$ cat config.mk
export PLATFORM = sky130hd
export DESIGN_NAME = pe_io_ctrl
export DESIGN_NICKNAME = d
export VERILOG_FILES = /design/src/rtl/pe_pkg.sv /design/src/rtl/pe_out_fifo.sv /design/src/rtl/pe_io_ctrl.sv
export SDC_FILE = /design/constraint.sdc
export NUM_CORES = 1
export LEC_CHECK = 0
export ABC_AREA = 1
export BUFFER_PORTS_ARGS = -buffer_cell sky130_fd_sc_hd__buf_2
export CORE_ASPECT_RATIO = 0.7
export CORE_MARGIN = 10
export CORE_UTILIZATION = 30
export CTS_CLUSTER_DIAMETER = 200
export DETAILED_ROUTE_END_ITERATION = 10
export GPL_ROUTABILITY_DRIVEN = 0
export SYNTH_ARGS = -nofsm -noshare
export SYNTH_HDL_FRONTEND = slang
export SYNTH_SLANG_ARGS = --single-unit
$ cat constraint.sdc
create_clock -name clk -period 2.3 [get_ports clk]
set_input_delay 0.23 -clock clk [delete_from_list [all_inputs] [get_ports clk]]
set_output_delay 0.23 -clock clk [all_outputs]
set_load 0.1 [all_outputs]
$ cat src/rtl/pe_pkg.sv
// Shared types for the PE I/O controller: FSM states and output FIFO sizing.
package pe_pkg;
  typedef enum logic [1:0] {ST_IDLE, ST_LOAD, ST_RUN, ST_UNLOAD} pe_state_e;
  localparam int unsigned FIFO_DEPTH = 2;
  localparam int unsigned FIFO_CNT_W = $clog2(FIFO_DEPTH + 1);
endpackage

$ cat src/rtl/pe_out_fifo.sv
// Two-entry decision FIFO carrying a last-position flag alongside each entry.
module pe_out_fifo
  import pe_pkg::*;
#(
  parameter int W = 1
) (
  input  logic                  clk,
  input  logic                  rst,
  input  logic                  push_i,
  input  logic [W-1:0]          data_i,
  input  logic                  last_i,
  input  logic                  pop_i,
  output logic                  valid_o,
  output logic [W-1:0]          data_o,
  output logic                  last_o,
  output logic [FIFO_CNT_W-1:0] count_o
);
  localparam int PTR_W = $clog2(FIFO_DEPTH);

  logic [FIFO_DEPTH-1:0][W-1:0] data_q;
  logic [FIFO_DEPTH-1:0]        last_q;
  logic [PTR_W-1:0]             rd_ptr_q, wr_ptr_q;
  logic [FIFO_CNT_W-1:0]        cnt_q;

  // The producer never pushes into a full FIFO; its issue rule counts in-flight reads.
  always_ff @(posedge clk or posedge rst) begin
    if (rst) begin
      data_q   <= '0;
      last_q   <= '0;
      rd_ptr_q <= '0;
      wr_ptr_q <= '0;
      cnt_q    <= '0;
    end else begin
      if (push_i) begin
        data_q[wr_ptr_q] <= data_i;
        last_q[wr_ptr_q] <= last_i;
        wr_ptr_q         <= wr_ptr_q + 1'b1;
      end
      if (pop_i) rd_ptr_q <= rd_ptr_q + 1'b1;
      cnt_q <= cnt_q + FIFO_CNT_W'(push_i) - FIFO_CNT_W'(pop_i);
    end
  end

  assign valid_o = (cnt_q != '0);
  assign data_o  = data_q[rd_ptr_q];
  assign last_o  = last_q[rd_ptr_q];
  assign count_o = cnt_q;
endmodule

$ cat src/rtl/pe_io_ctrl.sv
// PE I/O controller: streams a frame of LLRs into the intrinsic RAM bank, kicks the
// decoder core, then drains the decision RAM bank to a ready/valid output.
module pe_io_ctrl
  import pe_pkg::*;
#(
  parameter int MESSAGE_WIDTH  = 5,
  parameter int DECISION_WIDTH = 1,
  parameter int ADDR_WIDTH     = 8,
  parameter int FRAME_LEN      = 1 << ADDR_WIDTH
) (
  input  logic                                clk,
  input  logic                                rst,
  input  logic                                enable,
  input  logic                                llr_valid,
  output logic                                llr_ready,
  input  logic [MESSAGE_WIDTH-1:0]            llr_data,
  output logic                                out_valid,
  input  logic                                out_ready,
  output logic [DECISION_WIDTH-1:0]           out_data,
  output logic                                out_last,
  output logic                                run_start,
  input  logic                                run_done,
  output logic                                mem_own,
  output logic [ADDR_WIDTH-1:0]               mem_addr,
  output logic [1:0]                          int_we,
  output logic [1:0]                          int_cs,
  output logic                                int_rs,
  output logic [1:0][MESSAGE_WIDTH-1:0]       int_wdata,
  output logic [1:0]                          dec_cs,
  output logic                                dec_rs,
  input  logic [1:0][DECISION_WIDTH-1:0]      dec_rdata,
  output logic                                busy
);
  localparam int CNT_W = ADDR_WIDTH + 1;
  localparam logic [CNT_W-1:0] LAST_IDX = CNT_W'(FRAME_LEN - 1);

  pe_state_e             state_q, state_d;
  logic                  bank_q, bank_d;
  logic [CNT_W-1:0]      wr_cnt_q, wr_cnt_d, rd_cnt_q, rd_cnt_d;
  logic                  rd_vld_q, rd_vld_d, rd_last_q, rd_last_d;
  logic                  run_start_q, run_start_d;
  logic [FIFO_CNT_W-1:0] fifo_cnt, occ;
  logic                  pop, issue;

  pe_out_fifo #(.W(DECISION_WIDTH)) u_fifo (
    .clk     (clk),
    .rst     (rst),
    .push_i  (rd_vld_q),
    .data_i  (dec_rdata[bank_q]),
    .last_i  (rd_last_q),
    .pop_i   (pop),
    .valid_o (out_valid),
    .data_o  (out_data),
    .last_o  (out_last),
    .count_o (fifo_cnt)
  );

  // Occupancy after this cycle's pop, so a steady drain keeps one read issued per cycle.
  assign pop   = out_valid && out_ready;
  assign occ   = fifo_cnt + FIFO_CNT_W'(rd_vld_q) - FIFO_CNT_W'(pop);
  assign issue = (state_q == ST_UNLOAD) && (rd_cnt_q <= LAST_IDX)
                 && (occ < FIFO_CNT_W'(FIFO_DEPTH));

  always_comb begin
    state_d     = state_q;
    bank_d      = bank_q;
    wr_cnt_d    = wr_cnt_q;
    rd_cnt_d    = rd_cnt_q;
    rd_vld_d    = 1'b0;
    rd_last_d   = 1'b0;
    run_start_d = 1'b0;
    llr_ready   = 1'b0;
    mem_own     = 1'b0;
    mem_addr    = '0;
    int_we      = '0;
    int_cs      = '0;
    int_wdata   = '0;
    dec_cs      = '0;
    case (state_q)
      ST_IDLE: if (enable) state_d = ST_LOAD;
      ST_LOAD: begin
        llr_ready = 1'b1;
        mem_own   = 1'b1;
        mem_addr  = wr_cnt_q[ADDR_WIDTH-1:0];
        int_wdata = {llr_data, llr_data};
        if (llr_valid) begin
          int_we[bank_q] = 1'b1;
          int_cs[bank_q] = 1'b1;
          wr_cnt_d       = wr_cnt_q + 1'b1;
          if (wr_cnt_q == LAST_IDX) begin
            state_d     = ST_RUN;
            run_start_d = 1'b1;
          end
        end
      end
      ST_RUN: if (run_done) state_d = ST_UNLOAD;
      ST_UNLOAD: begin
        mem_own  = 1'b1;
        mem_addr = rd_cnt_q[ADDR_WIDTH-1:0];
        if (issue) begin
          dec_cs[bank_q] = 1'b1;
          rd_cnt_d       = rd_cnt_q + 1'b1;
          rd_vld_d       = 1'b1;
          rd_last_d      = (rd_cnt_q == LAST_IDX);
        end
        if (pop && out_last) begin
          state_d  = ST_IDLE;
          bank_d   = ~bank_q;
          wr_cnt_d = '0;
          rd_cnt_d = '0;
        end
      end
      default: state_d = ST_IDLE;
    endcase
  end

  always_ff @(posedge clk or posedge rst) begin
    if (rst) begin
      state_q     <= ST_IDLE;
      bank_q      <= 1'b0;
      wr_cnt_q    <= '0;
      rd_cnt_q    <= '0;
      rd_vld_q    <= 1'b0;
      rd_last_q   <= 1'b0;
      run_start_q <= 1'b0;
    end else begin
      state_q     <= state_d;
      bank_q      <= bank_d;
      wr_cnt_q    <= wr_cnt_d;
      rd_cnt_q    <= rd_cnt_d;
      rd_vld_q    <= rd_vld_d;
      rd_last_q   <= rd_last_d;
      run_start_q <= run_start_d;
    end
  end

  assign run_start = run_start_q;
  assign int_rs    = bank_q;
  assign dec_rs    = bank_q;
  assign busy      = (state_q != ST_IDLE);
endmodule

==> load_flow_metrics.sql, run 1 <==
INSERT INTO impl_metrics (metric_group, metric, value, unit) VALUES
('logic_synthesis', 'yosys.cell_count.top_type', 'sky130_fd_sc_hd__nand2_1', ''),
('clock_tree', 'clockRootBuffer', 'sky130_fd_sc_hd__clkbuf_8', ''),
('timing', 'post-route-worst-setup-slack', '0.03526', 'ns'),
('die', 'floorplan.initialDensity', '31.61', '%'),
('finish', 'syn2layout_area_growth', '29.15', '%'),
('timing', 'setup-tns-final', '0', 'ns'),
('route', 'drc_violations_left', '0', ''),
('die', 'die_area', '10480', 'µm²'),
('finish', 'ratio_of_cells_with_drive_above_1_in_the_final_layout', '31.89', '%'),
('placed_design', 'dp.cells', '397', ''),
('logic_synthesis', 'netlist_instances', '274', ''),
('die', 'ios', '46', ''),
('clock_tree', 'clkLatencyLatePin', '0.29', 'ns'),
('clock_tree', 'clockBufferDepth', '2', ''),
('logic_synthesis', 'yosysWarnings', '0', ''),
('logic_synthesis', 'synth_cell_type_count', '25', ''),
('die', 'std_cell_rows', '24', ''),
('clock_tree', 'tritoncts', 'built', ''),
('worst_setup_path', 'critPathArrivalTime', '2.03', 'ns'),
('run', 'max_cap_viol_count', '0', ''),
('clock_tree', 'post_cts_clock_slew_at_the_launch_and_capture_registers_of_the_worst_setup_and_hold_paths', '0.08', 'ns'),
('route', 'antenna_left', '0', ''),
('route', 'routedLengthMet1', '2382', 'µm'),
('clock_tree', 'tritoncts_sink_count', '32', ''),
('hold_path', 'hold_path.class', 'in2async', ''),
('logic_synthesis', 'count_of_flip_flops_with_a_built_in_enable_after_synthesis', '0', ''),
('logic_synthesis', 'synthesis.nets', '298', ''),
('power', 'power', '3525', 'µW'),
('finish', 'stdcell_area', '2611', 'µm²'),
('die', 'die_w', '118.1', 'µm'),
('timing', 'timing.final.crit_share', '98.47', '%'),
('global_route', 'grt_pass1_wl', '8556', 'µm'),
('placed_design', 'dpl_worst_slack', '0.1552', 'ns'),
('worst_setup_path', 'cp.required', '2.07', 'ns'),
('route', 'topRoutingLayerUsed', 'met4', ''),
('route', 'route.vias.total', '1843', ''),
('logic_synthesis', 'synth-seq-cells', '32', ''),
('power', 'leakage_power_figure', '0.001304', 'µW'),
('placed_design', 'port_bufs', '45', ''),
('logic_synthesis', 'post_synth.cell_area_avg', '7.379', 'µm²'),
('route', 'met2RoutedLength', '2391', 'µm'),
('worst_setup_path', 'setup.worst_path.start_class', 'flop', ''),
('clock_tree', 'cts-htree-levels', '2', ''),
('logic_synthesis', 'synth_area', '2022', 'µm²'),
('timing', 'worst_slew_pin_slew', '0.5020', 'ns'),
('route', 'met3_length', '310', 'µm'),
('worst_setup_path', 'crit_path_max_fanout', '3', ''),
('timing', 'fmax', '441.6', 'MHz'),
('worst_setup_path', 'critical_path.reg2reg.startpoint', 'u_fifo.count_o[1]', ''),
('power', 'vdd_ir_drop_max', '0.0004822', 'V'),
('finish', 'fin_nets', '346', ''),
('logic_synthesis', 'synth_largest_area_cell', 'sky130_fd_sc_hd__dfrtp_1', ''),
('outcome', 'run_status', 'finished, final reports clean', ''),
('route', 'route.detailed.vias_per_inst', '4.452', ''),
('logic_synthesis', 'synthDominantCellAreaShare', '39.60', '%'),
('route', 'post_drt_wl_per_cell', '12.36', 'µm'),
('logic_synthesis', 'synth.yosys.seq_area_share', '39.60', '%'),
('finish', 'filler_cell_count', '641', ''),
('timing', 'hold_violations', '0', ''),
('timing', 'layout_min_cycle_time', '2.265', 'ns'),
('die', 'floorplan.core_area', '6396', 'µm²'),
('die', 'die_height', '88.69', 'µm'),
('route', 'drc_marker_count_from_the_first_detailed_route_iteration', '137', ''),
('global_route', 'first_global_vias', '1799', ''),
('timing', 'unrepaired_setup_endpoints_after_global_routing', 'yes', ''),
('timing', 'slew_viol_final', '0', ''),
('clock_tree', 'cts-buffers-inserted', '5', ''),
('timing', 'finalSetupViolCount', '0', ''),
('placed_design', 'hpwl', '3870', 'µm'),
('timing', 'maxSlewHeadroom', '66.76', '%'),
('logic_synthesis', 'synthArstFlopShare', '100.0', '%');
==> state kept, by name, summed over array words and instances (netlist names) <==
register,cells
u_fifo.data_q,2
rd_last_q,1
u_fifo.last_q,2
u_fifo.rd_ptr_q,1
rd_cnt_q,9
state_q,2
u_fifo.count_o,2
rd_vld_q,1
dec_rs,1
run_start,1
u_fifo.wr_ptr_q,1
wr_cnt_q,9
==> per-stage QoR <==
| stage | util, % | hold WS (ns) |
|---|---|---|
| 2_1_floorplan | - | 0.3461 |
| 3_3_place_gp | 37.38 | 0.3378 |
| 3_5_place_dp | 37.38 | 0.3492 |
| 4_1_cts | 39.73 | 0.04361 |
| 5_1_grt | 40.83 | 0.07943 |
| 6_report | 40.83 | 0.02130 |
==> worst paths after layout <==
kind / end / slack, ns / cells after the start
max: dec_cs[0] / 0.04 / 11
min: wr_cnt_q[7] / 0.02 / 3
max reg2reg: rd_cnt_q[4] / 0.20 / 14
min reg2reg: u_fifo.last_q[0] / 0.50 / 2
max in group asynchronous: dec_rs / 1.96 / 3
min in group clk: u_fifo.data_q[0] / 0.28 / 5
==> critical path, stage by stage (launching register included) <==
cell	delay, ns
sky130_fd_sc_hd__dfrtp_1	0.38
sky130_fd_sc_hd__o21a_1	0.20
sky130_fd_sc_hd__ha_1	0.29
sky130_fd_sc_hd__inv_2	0.07
sky130_fd_sc_hd__ha_4	0.13
sky130_fd_sc_hd__inv_2	0.03
sky130_fd_sc_hd__nand2_2	0.07
sky130_fd_sc_hd__nand2_4	0.06
sky130_fd_sc_hd__nor2_4	0.11
sky130_fd_sc_hd__nand2_4	0.09
sky130_fd_sc_hd__nor2_4	0.13
sky130_fd_sc_hd__buf_12	0.18
==> layout make-up <==
cell class / instances / area (µm²) / share of cell area, %
sequential: 32 / 802.0 / 30.71
multi-input combinational: 183 / 1070 / 40.97
inverter: 45 / 187.7 / 7.187
tap: 91 / 113.9 / 4.360
timing repair buffer: 55 / 330.3 / 12.65
clock inverter: 2 / 35.03 / 1.342
clock buffer: 6 / 72.57 / 2.779
==> power breakdown <==
group	internal [µW]	leakage, µW	switching [µW]	total [µW]
logic	518	0.000830	1630	2150
registers	702	0.000419	137	838
clock network	321	0.0000552	217	538
==> routing by layer <==
metal  vias to the layer above  global-route usage (%)
li1                        950                       -
met1                       842                   12.44
met2                        47                   16.20
met3                         4                   3.117
met4                         0                   2.013
met5                         -                       0
==> logic make-up (layout without fill, tap and decap cells) <==
group,after synthesis,in the layout,synth area share [%]
AOI/OAI and AO/OA,31,31,8.230
buffers and inverters,59,108,13.06
and+or+nand+nor,134,134,29.15
muxes,1,1,0.5569
DFF,32,32,39.60
xor gates and xnor gates,6,6,2.599
adders and majority gates,11,11,6.807
==> layout by cell type (no fill, tap or decap), types with 2 or more instances in the layout <==
cell / count
sky130_fd_sc_hd__nor2_1: 14
sky130_fd_sc_hd__nor2_4: 6
sky130_fd_sc_hd__nand3_1: 19
sky130_fd_sc_hd__buf_12: 2
sky130_fd_sc_hd__nand3_2: 2
sky130_fd_sc_hd__nand2_4: 3
sky130_fd_sc_hd__nand4_1: 4
sky130_fd_sc_hd__o21a_1: 2
sky130_fd_sc_hd__o21ai_2: 2
sky130_fd_sc_hd__ha_4: 2
sky130_fd_sc_hd__dfrtp_1: 31
sky130_fd_sc_hd__clkinvlp_4: 5
sky130_fd_sc_hd__nor3_1: 2
sky130_fd_sc_hd__inv_2: 5
sky130_fd_sc_hd__buf_4: 10
sky130_fd_sc_hd__clkbuf_8: 5
sky130_fd_sc_hd__o21ai_1: 11
sky130_fd_sc_hd__nand2_1: 75
sky130_fd_sc_hd__buf_2: 43
sky130_fd_sc_hd__ha_1: 8
sky130_fd_sc_hd__o21ai_0: 6
sky130_fd_sc_hd__o22ai_2: 4
sky130_fd_sc_hd__nand2_2: 6
sky130_fd_sc_hd__or2_2: 2
sky130_fd_sc_hd__inv_1: 35
sky130_fd_sc_hd__xor2_1: 6
sky130_fd_sc_hd__a21oi_1: 5
==> repair_timing <==
item,in CTS,in global routing
gates resized for setup,3,10
pin swaps,3,2
buffers inserted,4,5
endpoints found under the setup margin,2,2
Power figures use the tool's default switching activity.
==> inputs of run 2 (changes only) <==
CORE_UTILIZATION = 54   (was 30)
PLACE_DENSITY = 0.8   (was default)
==> load_flow_metrics.sql, run 2 (synthesis results as in run 1) <==
INSERT INTO impl_metrics (metric_group, metric, value, unit) VALUES
('outcome', 'run_status', 'finished, final reports clean', ''),
('timing', 'layout_min_cycle_time', '2.286', 'ns'),
('power', 'seqPwrFrac', '24.3', '%'),
('die', 'floorplan.core_area', '3558', 'µm²'),
('die', 'floorplan.initialDensity', '56.82', '%'),
('route', 'route.detailed.vias_per_inst', '4.909', ''),
('timing', 'slew_viol_final', '0', ''),
('finish', 'stdcell_area', '2554', 'µm²'),
('finish', 'filler_cell_count', '281', ''),
('timing', 'clock_skew_after_layout', '0.009970', 'ns'),
('die', 'ios', '46', ''),
('worst_setup_path', 'worst_setup_path_class', 'reg2out', ''),
('clock_tree', 'clkLatencyLatePin', '0.29', 'ns'),
('die', 'std_cell_rows', '18', ''),
('timing', 'fmax', '437.5', 'MHz'),
('route', 'dr.pass1.iters', '4', ''),
('finish', 'ratio_of_cells_with_drive_above_1_in_the_final_layout', '31.06', '%'),
('finish', 'biggestRegsByFlops', 'rd_cnt_q (9), wr_cnt_q (9)', ''),
('power', 'vdd_ir_drop_max', '0.001099', 'V'),
('finish', 'multi_input_area', '1065', 'µm²'),
('worst_setup_path', 'setup.worst_path.start_class', 'flop', ''),
('finish', 'final_cell_mix', 'sky130_fd_sc_hd__nand2_1, sky130_fd_sc_hd__buf_2, sky130_fd_sc_hd__inv_1', ''),
('finish', 'final_common_cell', 'sky130_fd_sc_hd__nand2_1', ''),
('global_route', 'grt_max_degree', '16', ''),
('route', 'post_drt_wl_per_cell', '13.48', 'µm'),
('global_route', 'grt_pass1_wl', '8211', 'µm'),
('global_route', 'overflow', '0', ''),
('placed_design', 'place_area', '2347', 'µm²'),
('finish', 'fin_nets', '345', ''),
('power', 'clockPowerShare', '15.4', '%'),
('worst_setup_path', 'cp.required', '2.07', 'ns'),
('clock_tree', 'clockRootBuffer', 'sky130_fd_sc_hd__clkbuf_8', ''),
('power', 'leakage_power_figure', '0.001297', 'µW'),
('route', 'drc_violations_left', '0', ''),
('die', 'die_height', '71.20', 'µm'),
('placed_design', 'port_bufs', '45', ''),
('worst_setup_path', 'critPathArrivalTime', '2.06', 'ns'),
('timing', 'setup-tns-final', '0', 'ns'),
('global_route', 'first_global_vias', '1726', ''),
('power', 'power_density', '1372', 'nW/µm²'),
('die', 'die_w', '93.14', 'µm'),
('power', 'cell_internal_pwr', '1521', 'µW'),
('clock_tree', 'cts-buffers-inserted', '5', ''),
('placed_design', 'hpwl', '3855', 'µm'),
('timing', 'finalSetupViolCount', '0', ''),
('worst_setup_path', 'endpoint_kind', 'output pin', ''),
('route', 'route.vias.total', '1826', ''),
('power', 'switching_component_of_the_power', '1982', 'µW'),
('clock_tree', 'post_cts_clock_slew_at_the_launch_and_capture_registers_of_the_worst_setup_and_hold_paths', '0.07', 'ns'),
('run', 'max_cap_viol_count', '0', ''),
('clock_tree', 'clockBufferDepth', '2', ''),
('worst_setup_path', 'worstRegToRegCells', '12', ''),
('global_route', 'globalRouteTotalUtil', '15.22', '%'),
('timing', 'worst_slew_pin_slew', '0.5412', 'ns'),
('global_route', 'antenna_violations_before_repair', '0', ''),
('clock_tree', 'tritoncts', 'built', ''),
('hold_path', 'hold_path_depth', '5', ''),
('timing', 'hold_violations', '0', ''),
('power', 'netSwitchingFraction', '56.59', '%'),
('die', 'die_area', '6631', 'µm²'),
('finish', 'syn2layout_area_growth', '26.30', '%'),
('timing', 'timing.final.crit_share', '99.38', '%'),
('clock_tree', 'tritoncts_sink_count', '32', ''),
('timing', 'unrepaired_setup_endpoints_after_global_routing', 'yes', ''),
('route', 'antenna_left', '0', ''),
('hold_path', 'hold_path.class', 'in2reg', ''),
('timing', 'maxSlewHeadroom', '63.88', '%'),
('worst_setup_path', 'crit_path_max_fanout', '3', ''),
('route', 'routed_wirelength', '5014', 'µm'),
('clock_tree', 'cts-htree-levels', '2', ''),
('finish', 'register_area', '802.0', 'µm²'),
('route', 'drc_marker_count_from_the_first_detailed_route_iteration', '149', ''),
('power', 'combPwrFrac', '60.3', '%'),
('finish', 'antenna_cells_inserted', '0', '');
[run 2: changes by cell type in the layout (fill, tap and decap cells not counted), sizes merged]
cell and change:
clkinvlp +1, clkbuf -1, buf -2, dlygate4sd3 +1
[run 2: power groups by stage]
stage	Clock [µW]	Combinational, µW	Sequential [µW]
3_3_place_gp	0	1940	852
6_report	538	2110	851
4_1_cts	545	2030	846
3_5_place_dp	0	1960	857
5_1_grt	575	2270	867
2_1_floorplan	0	1730	817
[run 2: worst paths after layout]
path | startpoint | to | slack, ns
worst min-delay path | dec_rdata[0] | u_fifo.data_q[0] | 0.27
worst max register to register | u_fifo.count_o[1] | rd_cnt_q[4] | 0.20
max in group asynchronous | rst | rd_cnt_q[3] | 1.01
worst max-delay path | u_fifo.count_o[1] | dec_cs[1] | 0.01
worst min register to register | rd_last_q | u_fifo.last_q[0] | 0.50
min in group asynchronous | rst | run_start | 0.51
[run 2: timing repair]
| action | in CTS | in global routing |
|---|---|---|
| endpoints found under the hold margin | 13 | 0 |
| setup buffers | 4 | 2 |
| pin swaps | 3 | 2 |
| hold buffers | 1 | 0 |
| gates resized for setup | 3 | 8 |
| setup endpoints to repair | 2 | 2 |
[run 2: critical path: stages (launching register included)]
cell and delay (ns):
sky130_fd_sc_hd__dfrtp_1 0.39, sky130_fd_sc_hd__o21a_1 0.22, sky130_fd_sc_hd__ha_1 0.29, sky130_fd_sc_hd__inv_2 0.07, sky130_fd_sc_hd__ha_4 0.13, sky130_fd_sc_hd__inv_2 0.03
sky130_fd_sc_hd__nand2_2 0.07, sky130_fd_sc_hd__nand2_4 0.06, sky130_fd_sc_hd__nor2_4 0.11, sky130_fd_sc_hd__nand2_4 0.09, sky130_fd_sc_hd__nor2_4 0.13, sky130_fd_sc_hd__buf_12 0.18
[run 2: cell type report]
cell class | instances | area share, %
clock buffers | 5 | 2.695
clock inverters | 3 | 1.666
inverters | 45 | 7.349
multi-input cells | 183 | 41.70
flip-flops and latches | 32 | 31.41
well taps | 50 | 2.450
repair buffers | 54 | 12.74
[run 2: routing by layer]
layer	wire, µm	part of all wire, %	up-vias	track usage [%]
li1	-	-	939	-
met1	2302	46	826	19.32
met2	2290	46	50	23.82
met3	324	6.5	11	4.636
met4	95	1.9	0	5.631
met5	0	0	-	0
[run 2: stage by stage]
| stage | hold slack [ns] | cells | total power, µW | setup WS [ns] | util, % |
|---|---|---|---|---|---|
| 2_1_floorplan | 0.3461 | 274 | 2551 | -0.2756 | - |
| 3_3_place_gp | 0.2867 | 357 | 2789 | 0.2109 | 65.96 |
| 3_5_place_dp | 0.3034 | 357 | 2817 | 0.1352 | 65.96 |
| 4_1_cts | 0.2769 | 370 | 3418 | 0.01660 | 70.57 |
| 5_1_grt | 0.2984 | 372 | 3714 | -0.07302 | 71.77 |
| 6_report | 0.2746 | 372 | 3503 | 0.01418 | 71.77 |
==> inputs of run 3 (changes only) <==
SETUP_SLACK_MARGIN = 0.2   (was default)
==> load_flow_metrics.sql, run 3 (synthesis results as in run 1) <==
INSERT INTO impl_metrics (metric_group, metric, value, unit) VALUES
('timing', 'unrepaired_setup_endpoints_after_global_routing', 'yes', ''),
('die', 'ios', '46', ''),
('route', 'drc_violations_left', '0', ''),
('worst_setup_path', 'critical_path.reg2reg.startpoint', 'u_fifo.count_o[0]', ''),
('finish', 'biggestRegsByFlops', 'rd_cnt_q (9), wr_cnt_q (9)', ''),
('power', 'leakage_power_figure', '0.001300', 'µW'),
('global_route', 'overflow', '0', ''),
('worst_setup_path', 'worstSetupPathDepth', '11', ''),
('route', 'drc_marker_count_from_the_first_detailed_route_iteration', '128', ''),
('clock_tree', 'cts-buffers-inserted', '5', ''),
('die', 'die_w', '93.14', 'µm'),
('route', 'dr.pass1.iters', '4', ''),
('die', 'die_height', '71.20', 'µm'),
('route', 'post_drt_wl_per_cell', '13.39', 'µm'),
('worst_setup_path', 'critPathArrivalTime', '2.07', 'ns'),
('worst_setup_path', 'endpoint_kind', 'output pin', ''),
('clock_tree', 'tritoncts', 'built', ''),
('timing', 'maxSlewHeadroom', '67.20', '%'),
('clock_tree', 'tritoncts_sink_count', '32', ''),
('worst_setup_path', 'crit_path_max_fanout', '3', ''),
('finish', 'final_cell_mix', 'sky130_fd_sc_hd__nand2_1, sky130_fd_sc_hd__buf_2, sky130_fd_sc_hd__inv_1', ''),
('timing', 'timing.final.crit_share', '99.99', '%'),
('worst_setup_path', 'setup_slack_on_the_worst_flop_to_flop_path', '0.27', 'ns'),
('route', 'route.vias.total', '1863', ''),
('timing', 'worst_slew_pin_slew', '0.4955', 'ns'),
('worst_setup_path', 'critical-path-top-delay-family', 'adder cells', ''),
('worst_setup_path', 'worstRegToRegCells', '12', ''),
('outcome', 'run_status', 'finished, final reports clean', ''),
('finish', 'filler_cell_count', '280', ''),
('run', 'max_cap_viol_count', '0', ''),
('global_route', 'grt_max_degree', '33', ''),
('die', 'floorplan.core_area', '3558', 'µm²'),
('global_route', 'first_global_vias', '1743', ''),
('finish', 'ratio_of_cells_with_drive_above_1_in_the_final_layout', '32.50', '%'),
('worst_setup_path', 'setup.worst_path.start_class', 'flop', ''),
('timing', 'holdWs', '0.02409', 'ns'),
('timing', 'finalSetupViolCount', '0', ''),
('global_route', 'antenna_violations_before_repair', '0', ''),
('finish', 'antenna_cells_inserted', '0', ''),
('placed_design', 'hpwl', '3668', 'µm'),
('global_route', 'globalRouteTotalUtil', '15.04', '%'),
('die', 'std_cell_rows', '18', ''),
('clock_tree', 'clockBufferDepth', '2', ''),
('timing', 'layout_min_cycle_time', '2.300', 'ns'),
('worst_setup_path', 'cp.required', '2.07', 'ns'),
('power', 'power_density', '1362', 'nW/µm²'),
('timing', 'hold_violations', '0', ''),
('clock_tree', 'clockRootBuffer', 'sky130_fd_sc_hd__clkbuf_8', ''),
('route', 'antenna_left', '0', ''),
('clock_tree', 'post_cts_clock_slew_at_the_launch_and_capture_registers_of_the_worst_setup_and_hold_paths', '0.07', 'ns'),
('finish', 'syn2layout_area_growth', '30.26', '%'),
('worst_setup_path', 'path_buf_inv', '3', ''),
('finish', 'register_area', '802.0', 'µm²'),
('finish', 'fin_nets', '343', ''),
('worst_setup_path', 'slowest_stage', 'sky130_fd_sc_hd__dfrtp_1', ''),
('clock_tree', 'cts-htree-levels', '2', ''),
('worst_setup_path', 'worst_setup_path_class', 'reg2out', ''),
('hold_path', 'hold_path.class', 'in2async', ''),
('power', 'vdd_ir_drop_max', '0.0008146', 'V'),
('timing', 'slew_viol_final', '0', ''),
('timing', 'clock_skew_after_layout', '0.009515', 'ns'),
('finish', 'multi_input_area', '1120', 'µm²'),
('worst_setup_path', 'cp_cell_sequence', 'o21a_1 -> ha_1 -> inv_2 -> ha_4 -> inv_2 -> nand2_2 -> nand2_2 -> nor2_4 -> nand2_4 -> nor2_4 -> buf_12', ''),
('timing', 'fmax', '434.8', 'MHz'),
('power', 'power', '3586', 'µW'),
('placed_design', 'port_bufs', '45', ''),
('worst_setup_path', 'cp_slowest_stage_delay', '0.38', 'ns'),
('route', 'route.detailed.vias_per_inst', '5.035', ''),
('die', 'floorplan.initialDensity', '56.82', '%'),
('die', 'die_area', '6631', 'µm²'),
('finish', 'final_common_cell', 'sky130_fd_sc_hd__nand2_1', ''),
('clock_tree', 'clkLatencyLatePin', '0.29', 'ns'),
('worst_setup_path', 'timing.critical_path.from', 'u_fifo.count_o[0]', ''),
('route', 'routed_wirelength', '4954', 'µm'),
('global_route', 'grt_pass1_wl', '8148', 'µm');
==> run 3: power by group <==
group	switching, µW	leakage (µW)	internal (µW)
Clock	219	0.0000552	321
Sequential	139	0.000419	702
Combinational	1660	0.000827	540
Total	2020	0.00130	1560
==> run 3: worst reg2reg max path, delay by kind of cell, from the launching register on <==
family                     cells  cell delay [ns]
and+or+nand+nor                7             0.61
adders and majority gates      2             0.45
AOI/OAI and AO/OA              1             0.21
buffers and inverters          2             0.27
DFF                            1             0.38
==> run 3: worst paths after layout <==
path | end
setup / recovery | dec_cs[0]
setup reg to reg | rd_cnt_q[8]
hold reg to reg | u_fifo.last_q[0]
min in group clk | run_start
max in group asynchronous | dec_rs
hold / removal | rd_cnt_q[2]
==> run 3: what timing repair did <==
action                                  in CTS  in global routing
pin swaps                                    3                  7
resized for setup                           11                 13
buffers inserted                             4                  1
endpoints found under the setup margin       8                 15
gates cloned                                 0                  0
hold buffers                                 0                  0
==> run 3: stage by stage <==
stage / setup TNS, ns / area, µm² / util (%) / setup WS (ns) / std cells
3_5_place_dp: 0 / 2397 / 67.37 / 0.1476 / 357
5_1_grt: -0.1799 / 2634 / 74.02 / -0.1062 / 370
2_1_floorplan: -0.5513 / 2182 / - / -0.2756 / 274
4_1_cts: -0.05343 / 2581 / 72.54 / -0.02784 / 369
3_3_place_gp: 0 / 2397 / 67.37 / 0.2001 / 357
6_report: 0 / 2634 / 74.02 / 0.0001692 / 370
==> run 3: per-layer routing <==
layer  share of wire (%)  track usage (%)  vias to the layer above  routed length (µm)
met5                   0                0                        -                   0
met4                 2.1            7.509                        0                 103
met3                  11            5.901                        9                 546
met2                  38            20.48                       82                1887
met1                  49            20.04                      832                2417
li1                    -                -                      940                   -
==> run 3: cell type report <==
cell class,instances,area share (%)
repair buffers,52,13.30
clock inverters,2,1.330
clock buffers,6,2.755
multi-input cells,183,42.52
well taps,50,2.375
inverters,45,7.268
flip-flops and latches,32,30.45
